==> src/rtl/oclib_xxtea_encrypt.sv <==
// oclib_xxtea_encrypt: iterative XXTEA encryption of one 2-word (64-bit) block under a 128-bit key.
// Build option: define OC_XXTEA_ENCRYPT_UNROLL2_EN to update both words per RUN cycle
// (latency Rounds instead of 2*Rounds); ciphertext is identical in both builds.
module oclib_xxtea_encrypt #(
    parameter int unsigned Rounds = 32,
    parameter logic [31:0] Delta  = 32'h9e3779b9
) (
    input  logic             clock,
    input  logic             resetN,
    input  logic             inValid,
    output logic             inReady,
    input  logic [1:0][31:0] in,
    input  logic [127:0]     key,
    output logic             outValid,
    input  logic             outReady,
    output logic [1:0][31:0] out,
    output logic             busy
);

    localparam int unsigned CntW = 8;

    typedef enum logic [1:0] {IDLE, RUN, DONE} state_t;

    state_t           state;
    state_t           state_next;
    logic [1:0][31:0] v;
    logic [1:0][31:0] v_upd_c;
    logic [3:0][31:0] k_reg;
    logic [31:0]      sum;
    logic [CntW-1:0]  round_cnt;
    logic             accept_c;
    logic             round_end_c;
    logic             last_c;

    // XXTEA mixing function; for a 2-word block y and z always name the same word
    function automatic logic [31:0] mx_f(input logic [31:0] y, input logic [31:0] z,
                                         input logic [31:0] s, input logic [31:0] kk);
        return (((z >> 5) ^ (y << 2)) + ((y >> 3) ^ (z << 4))) ^ ((s ^ y) + (kk ^ z));
    endfunction

    assign accept_c = inValid && inReady;
    assign last_c   = round_end_c && (round_cnt == '0);
    assign out      = v;

`ifdef OC_XXTEA_ENCRYPT_UNROLL2_EN
    logic [31:0] w0_c;

    // Both word updates chained in one cycle; the second uses the freshly updated v[0]
    always_comb begin
        w0_c        = v[0] + mx_f(v[1], v[1], sum, k_reg[sum[3:2]]);
        v_upd_c[0]  = w0_c;
        v_upd_c[1]  = v[1] + mx_f(w0_c, w0_c, sum, k_reg[2'd1 ^ sum[3:2]]);
        round_end_c = 1'b1;
    end
`else
    logic        p;
    logic [31:0] yz_c;

    // One word update per cycle; the neighbour word v[~p] serves as both y and z
    always_comb begin
        yz_c        = v[~p];
        v_upd_c     = v;
        v_upd_c[p]  = v[p] + mx_f(yz_c, yz_c, sum, k_reg[{1'b0, p} ^ sum[3:2]]);
        round_end_c = p;
    end

    // Word pointer alternates 0,1 through each round
    always_ff @(posedge clock or negedge resetN) begin
        if (!resetN) begin
            p <= 1'b0;
        end else if (accept_c) begin
            p <= 1'b0;
        end else if (state == RUN) begin
            p <= ~p;
        end
    end
`endif

    // Next-state logic
    always_comb begin
        state_next = state;
        case (state)
            IDLE:    if (accept_c) state_next = RUN;
            RUN:     if (last_c)   state_next = DONE;
            DONE:    if (outReady) state_next = IDLE;
            default: state_next = IDLE;
        endcase
    end

    // State register and handshake outputs, registered from the next state
    always_ff @(posedge clock or negedge resetN) begin
        if (!resetN) begin
            state    <= IDLE;
            inReady  <= 1'b0;
            outValid <= 1'b0;
            busy     <= 1'b0;
        end else begin
            state    <= state_next;
            inReady  <= (state_next == IDLE);
            outValid <= (state_next == DONE);
            busy     <= (state_next != IDLE);
        end
    end

    // Block datapath: capture at accept, iterate in RUN, hold otherwise
    always_ff @(posedge clock or negedge resetN) begin
        if (!resetN) begin
            v         <= '0;
            k_reg     <= '0;
            sum       <= '0;
            round_cnt <= '0;
        end else if (accept_c) begin
            v         <= in;
            k_reg     <= key;
            sum       <= Delta;
            round_cnt <= CntW'(Rounds - 1);
        end else if (state == RUN) begin
            v <= v_upd_c;
            if (round_end_c && !last_c) begin
                sum       <= sum + Delta;
                round_cnt <= round_cnt - CntW'(1);
            end
        end
    end

endmodule

==> config.mk <==
export PLATFORM = sky130hd
export DESIGN_NAME = oclib_xxtea_encrypt
export DESIGN_NICKNAME = d
export VERILOG_FILES = /design/src/rtl/oclib_xxtea_encrypt.sv
export SDC_FILE = /design/constraint.sdc
export NUM_CORES = 1
export LEC_CHECK = 0
export CAP_MARGIN = 20
export CELL_PAD_IN_SITES_DETAIL_PLACEMENT = 1
export CELL_PAD_IN_SITES_GLOBAL_PLACEMENT = 1
export CORE_ASPECT_RATIO = 0.6
export CORE_MARGIN = 2
export CORE_UTILIZATION = 40
export CTS_CLUSTER_SIZE = 28
export DETAILED_ROUTE_END_ITERATION = 7
export PLACE_DENSITY_LB_ADDON = 0.1
export SYNTH_ARGS = -nofsm -noshare
export SYNTH_HDL_FRONTEND = slang
export SYNTH_SLANG_ARGS = --single-unit
export TNS_END_PERCENT = 10
==> constraint.sdc <==
create_clock -name clock -period 19.9 [get_ports clock]
set_input_delay 2.985 -clock clock [delete_from_list [all_inputs] [get_ports clock]]
set_output_delay 2.985 -clock clock [all_outputs]
set_load 0.05 [all_outputs]
==> impl_metrics.yaml, run 1 <==
cts:
  htreeDepth: 1
  cts_hold_buf: 0
  clk_latency_ns: 0.56
  cts_resized: 0
  cts_tree: "yes"
  clkSinkCount: 238
  cts_setup_buffers: 0
  path_clk_slew_ns: 0.07
  cts_root_buf: "clkbuf_16"
  cts_buffers: 25
  clockBufferDepth: 3
detailed_routing:
  vias_per_cell: 5.439
  drtPass1Iterations: 5
  drtIter0Drc: 1018
  vias: 15390
  wire_per_inst_um: 20.35
  drcViolationCount: 0
  wirelength_um: 57600
  route.antenna.remaining_nets: 0
status:
  outcome: "finished, final reports clean"
final_layout:
  fin_nets: 2538
  mostFrequentLayoutCell: "nand2_1"
  final_cell_mix: "562 x nand2_1, 261 x clkdlybuf4s50_1, 236 x dfrtp_1"
  largest_reg_flops: 128
  drive_above_1_share_pct: 6.327
  fill_cells: 4935
  diodes: 0
  area_growth_pct: 22.87
placed_design:
  hpwl_um: 43690
  gp_congestion: 0.8638
  io_buffers: 262
  pre_cts_ws_ns: 12.08
synthesis:
  ys_types: 76
  synth_cells: 2031
  async_flop_share_pct: 100.0
  synth_xor_area_share_pct: 12.96
  synthFlopType: "dfrtp_1"
  syn_area_per_cell_um2: 8.450
  seq_area_frac_synth_pct: 34.70
  synth_area_um2: 17160
  yosysWarnings: 0
  postSynthRegisterBits: 238
  synth_compound_area_share_pct: 13.52
  synth_top_family_by_area: "simple AND/OR/NAND/NOR gates"
  synth_simple_gate_area_share_pct: 19.96
  muxShareOfSynthArea_pct: 8.325
  synth_fa_ha_area_share_pct: 7.421
  synth_edf_count: 0
  synth_nets: 2327
worst_setup_path:
  crit_end: "out[63]"
  worstSetupPathType: "reg2reg"
  r2r-start: "p"
  crit_path_start: "p"
  cp_common_cell: "a21oi_1"
  path_max_fanout: 55
  crit_path_top_delay_cell: "dfrtp_4"
  critPathCaptureType: "flop"
  arrival_ns: 8.29
  worstPathRequired_ns: 20.33
  cp-start-kind: "flop"
  ff2ff_path_depth: 29
  ff2ff_setup_slack_ns: 12.04
  critPathTopFamily: "compound AO/OA/AOI/OAI gates"
  critPathBufInv: 2
  cpPeakStageDelay_ns: 0.90
  cp_num_cells: 29
  reg2reg_to: "out[63]"
timing:
  timing.slew.headroom_pct: 28.05
  max_freq_mhz: 127.2
  final.setup.tns_ns: 0
  finalWorstSetupSlack_ns: 12.04
  hold_viol: 0
  drv_slew: 0
  worst_slew_pin_slew_ns: 1.078
  rsz0062_at_grt: "no"
  setup_violations: 0
  period_needed_ns: 7.861
  fin_worst_skew_ns: 0.02498
  post-route-period-util_pct: 39.50
global_routing:
  grt_overflow: 0
  antenna_found_initial: 0
  grt_pass1_vias: 16440
  grt_max_degree: 122
  grt_pass1_wl_um: 91970
  grt_use_total_pct: 26.00
worst_hold_path:
  hold_path_class: "reg2reg"
floorplanning:
  initial_core_util_pct: 40.78
  die_w_um: 271.4
  core_um2: 42090
  die_area_um2: 44630
  die_y_um: 164.5
  rows: 58
  io_pins: 263
job:
  drv_cap: 0
[worst min-delay path, stage by stage (launching register included)]
cell     delay, ns
dfrtp_1       0.34
nand2_1       0.05
nand2_1       0.05
[how the worst min path moves through the flow]
| stage | from | endpoint | slack, ns | cells after the start |
|---|---|---|---|---|
| 2_1_floorplan | round_cnt[0] | round_cnt[0] | 0.44 | 1 |
| 3_3_place_gp | k_reg[72] | k_reg[72] | 0.45 | 2 |
| 3_5_place_dp | k_reg[112] | k_reg[112] | 0.46 | 2 |
| 4_1_cts | k_reg[112] | k_reg[112] | 0.47 | 2 |
| 5_1_grt | k_reg[4] | k_reg[4] | 0.50 | 2 |
| 6_report | k_reg[112] | k_reg[112] | 0.47 | 2 |
[per-stage QoR]
| stage | cells | hold WS [ns] | cell area, um2 | util, % |
|---|---|---|---|---|
| floorplan | 2031 | 0.4396 | 17160 | - |
| global placement | 2785 | 0.4541 | 20230 | 48.06 |
| detailed placement | 2785 | 0.4588 | 20230 | 48.06 |
| CTS | 2830 | 0.4748 | 21090 | 50.10 |
| global route | 2830 | 0.4988 | 21090 | 50.10 |
| finish | 2830 | 0.4706 | 21090 | 50.10 |
[cell usage after synthesis (all sizes together), types with 5 or more instances]
library cell | instances | area (um2)
or3 | 7 | 45.05
xor2 | 70 | 613.1
clkbuf | 76 | 309.0
inv | 36 | 135.1
nand4 | 10 | 62.56
a21o | 39 | 294.0
ha | 97 | 1214
nor2 | 128 | 480.5
a21oi | 132 | 664.4
o31ai | 5 | 37.54
or2 | 6 | 37.54
mux2 | 30 | 337.8
and2 | 9 | 58.81
a211oi | 10 | 75.07
dfrtp | 238 | 5956
o21bai | 9 | 67.56
and3 | 15 | 98.85
nand2 | 563 | 2116
mux4 | 32 | 720.7
o211ai | 10 | 75.07
o21a | 13 | 97.59
nand3 | 31 | 155.2
a31oi | 32 | 200.2
a21boi | 6 | 45.04
xnor2 | 184 | 1612
o21ai | 100 | 500.5
nor3 | 26 | 130.1
mux2i | 37 | 370.4
buf | 13 | 81.32
nor2b | 9 | 56.30
nand2b | 12 | 77.58
[cells by family after synthesis]
group,count (synthesis)
AO/OA/AOI/OAI,384
XOR/XNOR,254
adder cells (fa/ha/maj),100
buffers and inverters,126
flip-flops,238
multiplexers,99
AND/OR/NAND/NOR,830
[layer usage]
layer / track usage, % / wire length [um] / vias up
met4: 5.295 / 1142 / 0
met5: 0 / 0 / -
met3: 3.199 / 2077 / 67
li1: - / - / 7332
met1: 36.03 / 27120 / 7741
met2: 44.03 / 27260 / 251
[area by class of cell]
cell class              count  area [um2]  share of cell area [%]
inverters                  36       135.1                  0.6408
clock buffers              32       701.9                   3.329
well taps                 570       713.2                   3.382
repair buffers            274        2718                   12.89
clock inverters            13       157.7                  0.7476
multi-input cells        1667       10700                   50.75
flip-flops and latches    238        5961                   28.27
Power of run 1 is not shown: default switching activity piles up to over one toggle a cycle in this logic, so the estimate is an artifact.
==> run 2: changes to the inputs <==
- CORE_UTILIZATION: 40 -> 38
- clock period: 19.9 -> 6.9 ns (I/O delays scaled with it)
==> run 2 against run 1 <==
Net effect: global-route usage shrank 1.3 points; via count down 0.77%; count of clock-buffer cells in the layout is 7 higher; sequential share of layout area shrank 0.48 points; register-to-register slack lost 12 ns; core utilization down 2.1 points; first-iteration DRC count fell by 12%; final area is 1.8% higher; final cell count grew 1.9%; worst hold slack got worse by 0.032 ns; worst setup slack worse by 12 ns.
==> impl_metrics.yaml, run 2 (synthesis results as in run 1) <==
status:
  outcome: "finished, final reports clean"
cts:
  cts_root_buf: "clkbuf_16"
  clkSinkCount: 238
  path_clk_slew_ns: 0.06
  cts_hold_buf: 0
  clockBufferDepth: 3
  clk_latency_ns: 0.57
  cts_buffers: 27
  cts_tree: "yes"
  htreeDepth: 1
  cts_setup_buffers: 0
detailed_routing:
  drtIter0Drc: 894
  wirelength_um: 57870
  vias_per_cell: 5.294
  drcViolationCount: 0
  wire_per_inst_um: 20.06
  vias: 15270
  drtPass1Iterations: 5
  route.antenna.remaining_nets: 0
final_layout:
  drive_above_1_share_pct: 7.840
  area_growth_pct: 25.03
  fin_nets: 2573
  mostFrequentLayoutCell: "nand2_1"
  multiInputGateArea_um2: 10720
  fill_cells: 5264
  largest_reg_flops: 128
  final_cell_mix: "562 x nand2_1, 261 x clkdlybuf4s50_1, 235 x dfrtp_1"
  seq_area_um2: 5962
  diodes: 0
worst_setup_path:
  arrival_ns: 6.85
  worstSetupPathType: "reg2reg"
  cp-start-kind: "flop"
  path_max_fanout: 6
  critPathCaptureType: "flop"
  cpPeakStageDelay_ns: 0.56
  crit_path_top_delay_cell: "mux4_2"
  worstPathRequired_ns: 7.34
timing:
  post-route-period-util_pct: 92.92
  fin_worst_skew_ns: 0.01875
  worst_slew_pin_slew_ns: 1.085
  setup_violations: 0
  hold_viol: 0
  final.setup.tns_ns: 0
  rsz0062_at_grt: "no"
  drv_slew: 0
  timing.slew.headroom_pct: 27.67
  max_freq_mhz: 156.0
  period_needed_ns: 6.412
placed_design:
  io_buffers: 262
  gp_congestion: 0.8941
  hpwl_um: 44260
floorplanning:
  io_pins: 263
  core_um2: 44670
  initial_core_util_pct: 38.42
  die_area_um2: 46940
  rows: 60
  die_y_um: 168.6
  die_w_um: 278.4
global_routing:
  grt_pass1_wl_um: 91700
  grt_pass1_vias: 16190
  antenna_found_initial: 0
  grt_use_total_pct: 24.66
  grt_overflow: 0
  grt_max_degree: 115
worst_hold_path:
  hold_path_class: "in2async"
job:
  drv_cap: 0
[run 2: cell count changes in the layout (fill, tap and decap cells not counted), sizes merged]
cell and change:
clkinv -3, buf +33, clkbuf +7, clkinvlp -2
inv +2, bufinv -1
[run 2: metrics by stage]
| stage | std cells | setup slack [ns] | cell area, um2 | util (%) | hold slack (ns) |
|---|---|---|---|---|---|
| floorplan | 2031 | 0.4088 | 17160 | - | 0.4396 |
| global placement | 2836 | 0.6070 | 20500 | 45.90 | 0.4545 |
| detailed placement | 2836 | 0.4330 | 20500 | 45.90 | 0.4582 |
| CTS | 2884 | 0.3523 | 21410 | 47.93 | 0.4739 |
| global route | 2885 | 0.006811 | 21460 | 48.04 | 0.4973 |
| finish | 2885 | 0.4882 | 21460 | 48.04 | 0.4385 |
[run 2: worst paths after layout]
kind | start | to | slack (ns) | depth (start not counted)
max | sum[2] | out[62] | 0.49 | 27
min | resetN | k_reg[28] | 0.44 | 1
max reg2reg | sum[2] | out[62] | 0.49 | 27
min reg2reg | k_reg[114] | k_reg[114] | 0.47 | 2
max in group asynchronous | resetN | k_reg[91] | 4.94 | 2
min in group clock | k_reg[114] | k_reg[114] | 0.47 | 2
[run 2: final cells by class]
class | instances | area share (%)
timing repair buffer | 307 | 13.99
clock buffer | 39 | 3.685
tap | 589 | 3.434
multi-input combinational | 1667 | 49.94
inverter | 36 | 0.6297
clock inverter | 9 | 0.5364
sequential | 238 | 27.78
[run 2: repair_timing]
item / in CTS / in global routing
setup endpoints to repair: 0 / 7
gates resized for setup: 0 / 5
hold endpoints to repair: 0 / 0
[run 2: layer usage]
| layer | global-route usage [%] | vias up | share of wire, % |
|---|---|---|---|
| li1 | - | 7428 | - |
| met1 | 35.29 | 7583 | 48 |
| met2 | 40.64 | 193 | 47 |
| met3 | 2.526 | 68 | 2.9 |
| met4 | 5.076 | 0 | 2.0 |
| met5 | 0 | - | 0 |
[run 2: worst max-delay path: cells and delay by family (launching register included)]
kind	cells	cell delay, ns
and+or+nand+nor	6	1.02
muxes	2	0.75
adders and majority gates	3	1.06
xor gates and xnor gates	3	0.62
AOI/OAI and AO/OA	12	2.30
buffers and inverters	1	0.07
DFF	1	0.47
Power of run 2 is left out for the same reason.
